### config.mk
export PLATFORM = sky130hd
export DESIGN_NAME = skew_delay_line
export DESIGN_NICKNAME = d
export VERILOG_FILES = /design/src/rtl/skew_delay_line.sv
export SDC_FILE = /design/constraint.sdc
export NUM_CORES = 1
export LEC_CHECK = 0
export ABC_AREA = 1
export CAP_MARGIN = 5
export CORE_ASPECT_RATIO = 0.8
export CORE_UTILIZATION = 47
export CTS_CLUSTER_DIAMETER = 50
export DETAILED_ROUTE_END_ITERATION = 16
export SLEW_MARGIN = 5
export SYNTH_ARGS = -nofsm -noshare
export SYNTH_HDL_FRONTEND = slang
export SYNTH_SLANG_ARGS = --single-unit
export TNS_END_PERCENT = 50
### constraint.sdc
create_clock -name clk -period 4.7 [get_ports clk]
set_clock_uncertainty 0.15 [all_clocks]
set_input_delay 1.41 -clock clk [delete_from_list [all_inputs] [get_ports clk]]
set_output_delay 1.41 -clock clk [all_outputs]
set_load 0.05 [all_outputs]
### src/rtl/skew_delay_line.sv
// skew_delay_line
// Multi-lane programmable delay line feeding the systolic array edge. Each
// lane is a MAX_DELAY+1 deep shift chain of (word, valid) stages. The output
// tap is stage[delay_i] in skew mode or stage[0] in uniform mode, so the
// latency from d to q is delay_i+1 or 1 advance cycles respectively.
//
// Valid semantics: a word is transferred on every edge where the line
// advances (rst_n=1, flush=0, stall=0), whatever d_valid is; d_valid only
// marks whether the word is meaningful. There is no backpressure toward the
// source: stall freezes the line and the source must hold off as well.
//
// Ports
//   clk        rising-edge clock
//   rst_n      asynchronous active-low reset
//   stall      hold all stage data and valids
//   flush      clear all stage data and valids on the next edge (beats stall)
//   d          LANES packed signed words, lane i at [i*WORD_SIZE +: WORD_SIZE]
//   d_valid    per-lane input valid
//   q          per-lane delayed words (same packing as d)
//   q_valid    per-lane output valid
//   cfg_we     configuration write strobe
//   cfg_skew   mode written with cfg_we (1 = programmed skew, 0 = uniform)
//   cfg_lane   lane whose delay is written
//   cfg_delay  extra delay for cfg_lane
//   cfg_err    one-cycle pulse after a rejected cfg_we
//   busy       any valid bit held in any stage of any lane
module skew_delay_line #(
   parameter int WORD_SIZE = 16,
   parameter int LANES     = 4,
   parameter int MAX_DELAY = 8,
   parameter int DELAY_W   = $clog2(MAX_DELAY + 1),
   parameter int LANE_W    = (LANES > 1) ? $clog2(LANES) : 1
) (
   input  logic                         clk,
   input  logic                         rst_n,
   input  logic                         stall,
   input  logic                         flush,
   input  logic [LANES*WORD_SIZE-1:0]   d,
   input  logic [LANES-1:0]             d_valid,
   output logic [LANES*WORD_SIZE-1:0]   q,
   output logic [LANES-1:0]             q_valid,
   input  logic                         cfg_we,
   input  logic                         cfg_skew,
   input  logic [LANE_W-1:0]            cfg_lane,
   input  logic [DELAY_W-1:0]           cfg_delay,
   output logic                         cfg_err,
   output logic                         busy
);

   logic [WORD_SIZE-1:0] stage_word  [LANES][MAX_DELAY+1];
   logic [MAX_DELAY:0]   stage_valid [LANES];
   logic [DELAY_W-1:0]   delay_r     [LANES];
   logic                 skew_mode;
   logic                 cfg_err_r;
   logic                 busy_w;
   logic                 cfg_ok;

   // busy looks at every stage, including those past the tap, so a config
   // change can never retime a word that is still inside the chain.
   always_comb begin
      busy_w = 1'b0;
      for (int i = 0; i < LANES; i++) begin
         busy_w = busy_w | (|stage_valid[i]);
      end
   end

   // Judged on the current (pre-flush) busy value.
   assign cfg_ok = cfg_we && !busy_w
                   && (int'(cfg_lane) < LANES)
                   && (int'(cfg_delay) <= MAX_DELAY);

   // Stage chains
   always_ff @(posedge clk or negedge rst_n) begin
      if (!rst_n) begin
         for (int i = 0; i < LANES; i++) begin
            stage_valid[i] <= '0;
            for (int k = 0; k <= MAX_DELAY; k++) begin
               stage_word[i][k] <= '0;
            end
         end
      end else if (flush) begin
         for (int i = 0; i < LANES; i++) begin
            stage_valid[i] <= '0;
            for (int k = 0; k <= MAX_DELAY; k++) begin
               stage_word[i][k] <= '0;
            end
         end
      end else if (!stall) begin
         for (int i = 0; i < LANES; i++) begin
            stage_valid[i]   <= {stage_valid[i][MAX_DELAY-1:0], d_valid[i]};
            stage_word[i][0] <= d[i*WORD_SIZE +: WORD_SIZE];
            for (int k = 1; k <= MAX_DELAY; k++) begin
               stage_word[i][k] <= stage_word[i][k-1];
            end
         end
      end
   end

   // Configuration; writes are accepted regardless of stall or flush.
   always_ff @(posedge clk or negedge rst_n) begin
      if (!rst_n) begin
         skew_mode <= 1'b1;
         cfg_err_r <= 1'b0;
         for (int i = 0; i < LANES; i++) begin
            delay_r[i] <= DELAY_W'((i < MAX_DELAY) ? i : MAX_DELAY);
         end
      end else begin
         cfg_err_r <= cfg_we && !cfg_ok;
         if (cfg_ok) begin
            skew_mode         <= cfg_skew;
            delay_r[cfg_lane] <= cfg_delay;
         end
      end
   end

   // Output tap; the compare loop keeps the select inside the chain even if
   // DELAY_W could encode values beyond MAX_DELAY.
   always_comb begin
      q       = '0;
      q_valid = '0;
      for (int i = 0; i < LANES; i++) begin
         if (!skew_mode) begin
            q[i*WORD_SIZE +: WORD_SIZE] = stage_word[i][0];
            q_valid[i]                  = stage_valid[i][0];
         end else begin
            for (int k = 0; k <= MAX_DELAY; k++) begin
               if (int'(delay_r[i]) == k) begin
                  q[i*WORD_SIZE +: WORD_SIZE] = stage_word[i][k];
                  q_valid[i]                  = stage_valid[i][k];
               end
            end
         end
      end
   end

   assign cfg_err = cfg_err_r;
   assign busy    = busy_w;

endmodule
==> results.py, run 1 <==
metrics = {
    "worst_setup_path": {
        "slowest_stage": "inv_1",
        "crit_arrival_ns": 2.92,
        "critical_path_class": "reg -> out",
        "r2r-start": "stage_valid[30]",
        "crit_start": "delay_r[10]",
        "crit_top_cell": "inv_1",
        "critical_path_buf_inv_count": 5,
        "cp-endpoint": "q_valid[1]",
        "crit_family": "buffers and inverters",
        "crit_required_ns": 3.14,
        "critPathMaxFanout": 17,
        "cp.depth": 11,
        "cp-start-kind": "flop",
        "r2r.worst_path.cells": 7,
        "cp-end-kind": "output port",
        "cpPeakStageDelay_ns": 0.41,
        "r2r_end": "delay_r[1]",
        "path_cells": "inv_1, nor2_1, inv_1, nor2_2, inv_1, o21ai_0, inv_1, nand4_1, nand2_1, nand2_1, buf_12",
        "rrSetupSlack_ns": 2.56,
    },
    "clock_tree": {
        "cts-root-buf": "clkbuf_16",
        "cts_made_buffers": 71,
        "cts_htree_levels": 3,
        "post_cts.repair.setup_buffers": 0,
        "clk_latency_ns": 0.61,
        "hold_buffers": 0,
        "clk_pin_slew_ns": 0.06,
        "cts_tree": "yes",
        "clkSinkCount": 630,
        "clockBufferDepth": 3,
    },
    "global_routing": {
        "grt_pass1_vias": 25283,
        "grt.overflow.total": 0,
        "antenna_found_initial": 3,
        "grt_max_degree": 117,
        "track_usage": 0.276,
        "grt_pass1_wl_mm": 146,
    },
    "pwr": {
        "leakagePower_nw": 16.2,
        "p_per_area_nw_per_um2": 464,
        "vdd_ir_drop_max_mv": 0.386,
    },
    "run": {
        "maxCapViolCount": 0,
    },
    "placement": {
        "dp_slack_ns": 0.799,
        "gp_congestion": 0.817,
        "io_buffers": 149,
        "hpwl_mm": 54.5,
    },
    "timing": {
        "timing.fmax_mhz": 223,
        "post-route-min-period_ns": 4.48,
        "max_slew_margin": 0.384,
        "tightest_slew_ns": 0.924,
        "hold_violations": 0,
        "timing.setup.tns_ns": 0,
        "finalSetupViolCount": 0,
        "period_share": 0.953,
        "worst_slack_ns": 0.222,
        "drv_slew": 0,
    },
    "logic_synthesis": {
        "synth_xor_area_frac": 0,
        "synth-seq-cells": 630,
        "syn_inst": 3911,
        "synth-simple-area-share": 0.257,
        "yosys_warnings": 0,
        "synth_cell_types": 24,
        "synth-compound-area-share": 0.141,
        "synth_mux_area_frac": 0,
        "synth_nets": 3991,
        "synth_top_family_by_area": "simple AND/OR/NAND/NOR gates",
        "synth_fa_ha_area_frac": 0,
        "netlist_area_sq_um": 30600,
        "syn_area_per_cell_sq_um": 7.82,
        "ys_seq_area_frac": 0.516,
    },
    "route": {
        "totalWireLength_mm": 90.8,
        "vias": 26847,
        "ant_nets": 0,
        "routedWlPerCell_um": 18.8,
        "drt_iter0_drc": 2751,
        "vias_per_cell": 5.55,
        "drt-pass1-iter-count": 6,
        "drc": 0,
    },
    "finish": {
        "area_growth_syn_to_layout_pct": 18.0,
        "fin_nets": 4015,
        "fill_cells": 5954,
        "multi_input_area_sq_um": 12200,
        "regArea_sq_um": 15800,
        "final_util": 0.561,
        "drive_gt1_frac": 0.0770,
    },
    "floorplanning": {
        "start_util": 0.476,
        "rows": 83,
        "die_y_um": 230,
        "io_pins": 150,
        "die-area_sq_um": 66100,
        "fp.dieW_um": 287,
        "coreArea_sq_um": 64300,
    },
    "outcome": {
        "run_status": "finished clean",
    },
    "worst_hold_path": {
        "hold_class": "reg -> reg",
    },
}
logic make-up (layout without fill, tap and decap cells):
group,Yosys count,count (layout)
buffers and inverters,693,770
other,0,2
and+or+nand+nor,1818,1818
AOI/OAI and AO/OA,770,770
DFF,630,630
worst min path at each step:
stage                                from               to  slack (ns)  cells after the start
final                      stage_word[15]   stage_word[15]        0.36                      2
after global routing        stage_word[1]    stage_word[1]        0.38                      2
after CTS                 stage_word[439]  stage_word[439]        0.36                      2
after detailed placement  stage_word[439]  stage_word[439]        0.34                      2
after global placement    stage_word[442]  stage_word[442]        0.34                      2
after floorplan               delay_r[10]      delay_r[10]        0.32                      2
per-layer routing:
| layer | vias to the layer above | share of wire | wire [um] | track usage |
|---|---|---|---|---|
| met2 | 780 | 0.43 | 39200 | 0.402 |
| li1 | 12979 | - | - | - |
| met4 | 2 | 0.020 | 1780 | 0.0687 |
| met3 | 119 | 0.062 | 5600 | 0.0465 |
| met1 | 12967 | 0.49 | 44200 | 0.424 |
| met5 | - | 0.00019 | 17 | 0 |
repair_timing:
item / CTS / global route
resized for setup: 0 / 3
hold endpoints to repair: 0 / 0
setup endpoints to repair: 0 / 9
flip-flops by register name, indices dropped and copies added (netlist names):
| signal | cells |
|---|---|
| stage_word | 576 |
| skew_mode | 1 |
| stage_valid | 36 |
| cfg_err | 1 |
| delay_r | 16 |
cells in the mapped netlist:
master / instances / area share
clkinv_1: 7 / 0.00086
buf_1: 18 / 0.0022
nor2_2: 11 / 0.0022
nand4_1: 138 / 0.028
clkbuf_1: 245 / 0.030
or2_1: 1 / 0.00020
dfrtp_1: 625 / 0.51
nand3_1: 495 / 0.081
nand2_1: 420 / 0.052
o21ai_0: 568 / 0.093
nand2_2: 1 / 0.00020
nor3_2: 4 / 0.0013
a21oi_1: 22 / 0.0036
o21ai_2: 1 / 0.00029
nor2_1: 737 / 0.090
o31ai_1: 30 / 0.0074
nor3_1: 10 / 0.0016
inv_1: 395 / 0.048
inv_2: 1 / 0.00012
a211oi_1: 149 / 0.037
buf_6: 1 / 0.00037
nor3_4: 1 / 0.00053
dfstp_2: 5 / 0.0043
buf_2: 26 / 0.0043
cells in the final DEF, fill, tap and decap left out, types with 2 or more instances in the layout:
cell type / Yosys / layout
nand2_1: 420 / 418
clkinv_1: 7 / 7
nand3_1: 495 / 493
o31ai_1: 30 / 30
nand2_2: 1 / 2
nor3_1: 10 / 10
nand3_2: 0 / 2
nor2_4: 0 / 4
nor2_2: 11 / 11
buf_12: 0 / 90
clkinvlp_4: 0 / 3
dfrtp_1: 625 / 625
o21ai_0: 568 / 568
clkinv_2: 0 / 10
a211oi_1: 149 / 149
dfstp_2: 5 / 5
clkbuf_1: 245 / 16
buf_4: 0 / 70
diode_2: 0 / 2
clkbuf_8: 0 / 15
nor3_2: 4 / 4
inv_8: 0 / 2
clkbuf_16: 0 / 73
clkdlybuf4s50_1: 0 / 78
inv_1: 395 / 393
bufinv_16: 0 / 5
nand4_1: 138 / 138
a21oi_1: 22 / 22
inv_6: 0 / 4
nor2_1: 737 / 733
where the power goes:
group	internal, mW	switching [mW]	total (mW)
registers	5.73	0.272	6.00
logic	1.74	3.37	5.11
clock network	3.35	2.30	5.65
total	10.8	5.94	16.8
final cells by class:
class | count | area share
Timing Repair Buffer | 241 | 0.0872
Clock inverter | 23 | 0.00738
Antenna cell | 2 | 0.000139
Tap cell | 850 | 0.0295
Clock buffer | 103 | 0.0576
Sequential cell | 630 | 0.437
Inverter | 403 | 0.0423
Multi-Input combinational cell | 2588 | 0.339
worst register-to-register path, stage by stage, from the launching register on:
cell and delay (ns):
dfrtp_1 0.40, inv_1 0.08, nand4_1 0.12, nor2_1 0.22, nand3_1 0.19, nor3_4 0.50
nand4_1 0.28, nand2_1 0.14
stage by stage:
stage          cell area [sq um]  hold slack [ns]  cells  power (mW)
6_report                   36100            0.355   4840        16.8
5_1_grt                    36100            0.382   4838        17.5
4_1_cts                    36100            0.356   4838        16.9
3_5_place_dp               33700            0.342   4712        11.2
3_3_place_gp               33700            0.336   4712        11.2
2_1_floorplan              30600            0.322   3911        8.87
Note: power is estimated with default switching activity, not from simulation.
==> run 2, diff against run 1 <==
--- a/config.mk
+++ b/config.mk
@@ -8,9 +8,11 @@
 export ABC_AREA = 1
 export CAP_MARGIN = 5
 export CORE_ASPECT_RATIO = 0.8
-export CORE_UTILIZATION = 47
+export CORE_MARGIN = 4
+export CORE_UTILIZATION = 65
 export CTS_CLUSTER_DIAMETER = 50
 export DETAILED_ROUTE_END_ITERATION = 16
+export PLACE_DENSITY = 0.85
 export SLEW_MARGIN = 5
 export SYNTH_ARGS = -nofsm -noshare
 export SYNTH_HDL_FRONTEND = slang
==> results.py, run 2 (synthesized netlist as in run 1, its figures left out) <==
metrics = {
    "floorplanning": {
        "fp.dieW_um": 251,
        "die-area_sq_um": 50600,
        "coreArea_sq_um": 46100,
        "rows": 70,
        "start_util": 0.664,
        "die_y_um": 202,
        "io_pins": 150,
    },
    "pwr": {
        "leakagePower_nw": 16.0,
        "vdd_ir_drop_max_mv": 0.448,
        "p_per_area_nw_per_um2": 462,
    },
    "worst_setup_path": {
        "crit_arrival_ns": 2.98,
        "critical_path_buf_inv_count": 4,
        "critPathMaxFanout": 9,
        "crit_top_cell": "nand2_1",
        "crit_family": "simple AND/OR/NAND/NOR gates",
        "cp-end-kind": "output port",
        "path_cells": "inv_1, nor2_1, inv_1, nor3_2, buf_4, nand2_1, nand4_1, nand2_1, nand2_1, buf_4",
        "critical_path_class": "reg -> out",
        "rrSetupSlack_ns": 2.49,
        "slowest_stage": "nor3_2",
        "cp-start-kind": "flop",
        "crit_required_ns": 3.14,
        "cpPeakStageDelay_ns": 0.61,
    },
    "finish": {
        "fill_cells": 3277,
        "final_util": 0.766,
        "fin_cells": 4580,
        "area_growth_syn_to_layout_pct": 15.4,
        "fin_nets": 3993,
        "drive_gt1_frac": 0.0734,
        "final_cell_mix": "nor2_1, dfrtp_1, o21ai_0, nand3_1, nand2_1",
        "largest_reg_flops": 576,
        "final_common_cell": "nor2_1",
        "reg_top3": "stage_word (576), stage_valid (36), delay_r (16)",
        "top_register": "stage_word",
    },
    "timing": {
        "post-route-min-period_ns": 4.54,
        "finalSetupViolCount": 0,
        "period_share": 0.966,
        "max_slew_margin": 0.389,
        "timing.fmax_mhz": 220,
        "drv_slew": 0,
        "rsz0062_at_grt": "no",
        "timing.setup.tns_ns": 0,
        "hold_violations": 0,
        "tightest_slew_ns": 0.917,
    },
    "placement": {
        "gp_congestion": 0.857,
        "post-place-cells": 4462,
        "io_buffers": 149,
        "hpwl_mm": 50.5,
    },
    "clock_tree": {
        "hold_buffers": 0,
        "clockBufferDepth": 3,
        "clk_latency_ns": 0.64,
        "post_cts.repair.setup_buffers": 0,
        "cts_resized": 0,
        "cts_htree_levels": 2,
        "clkSinkCount": 630,
        "cts_made_buffers": 61,
        "cts-root-buf": "clkbuf_16",
        "cts_tree": "yes",
        "clk_pin_slew_ns": 0.07,
    },
    "global_routing": {
        "antenna_found_initial": 3,
        "grt_pass1_vias": 26755,
        "track_usage": 0.333,
        "grt_pass1_wl_mm": 140,
        "grt_max_degree": 215,
        "grt.overflow.total": 0,
    },
    "outcome": {
        "run_status": "finished clean",
    },
    "worst_hold_path": {
        "hold_class": "reg -> reg",
    },
    "route": {
        "routedWlPerCell_um": 18.7,
        "drt-pass1-iter-count": 6,
        "vias": 28035,
        "ant_nets": 0,
        "vias_per_cell": 6.12,
        "drc": 0,
        "totalWireLength_mm": 85.7,
        "drt_iter0_drc": 3480,
    },
    "run": {
        "maxCapViolCount": 0,
    },
}
run 2: worst paths after layout:
kind	from	endpoint	cells past startpoint
worst max-delay path	delay_r[10]	q[18]	10
worst min-delay path	stage_word[15]	stage_word[15]	2
worst max register to register	stage_valid[31]	cfg_err	8
worst min register to register	stage_word[15]	stage_word[15]	2
max in group asynchronous	rst_n	stage_word[140]	2
min in group asynchronous	rst_n	stage_word[412]	1
run 2: metrics by stage:
stage	instance area, sq um	setup WS (ns)	power (mW)	hold WS (ns)
global placement	33100	0.950	10.9	0.336
detailed placement	33100	0.951	11.0	0.344
global route	35300	0.0120	17.0	0.389
CTS	35300	0.221	16.3	0.363
floorplan	30600	1.02	8.87	0.322
finish	35300	0.161	16.3	0.360
run 2: report_power, final:
part	leakage, nW	switching [mW]	total (mW)	internal, mW
Sequential	8.45	0.299	6.02	5.72
Combinational	6.44	3.33	4.96	1.63
Clock	1.08	2.24	5.32	3.08
Total	16.0	5.86	16.3	10.4
run 2: tightest hold or removal path: cells and delay by family, from the launching register on:
family | cells | cell delay (ns)
DFF | 1 | 0.34
and+or+nand+nor | 1 | 0.08
AOI/OAI and AO/OA | 1 | 0.06
run 2: final cells by class:
cell class | instances | area, sq um | share of cell area
Sequential cell | 630 | 15800 | 0.447
Multi-Input combinational cell | 2588 | 12200 | 0.346
Timing Repair Buffer | 229 | 2850 | 0.0806
Clock buffer | 77 | 1710 | 0.0484
Inverter | 403 | 1530 | 0.0433
Tap cell | 612 | 766 | 0.0217
Clock inverter | 38 | 465 | 0.0132
Antenna cell | 3 | 7.51 | 0.000213
run 2: routing by layer:
metal / global-route usage / vias up / wire [um]
li1: - / 12932 / -
met1: 0.483 / 13450 / 35300
met2: 0.513 / 1455 / 39200
met3: 0.0654 / 194 / 8750
met4: 0.109 / 4 / 2340
met5: 0 / - / 35
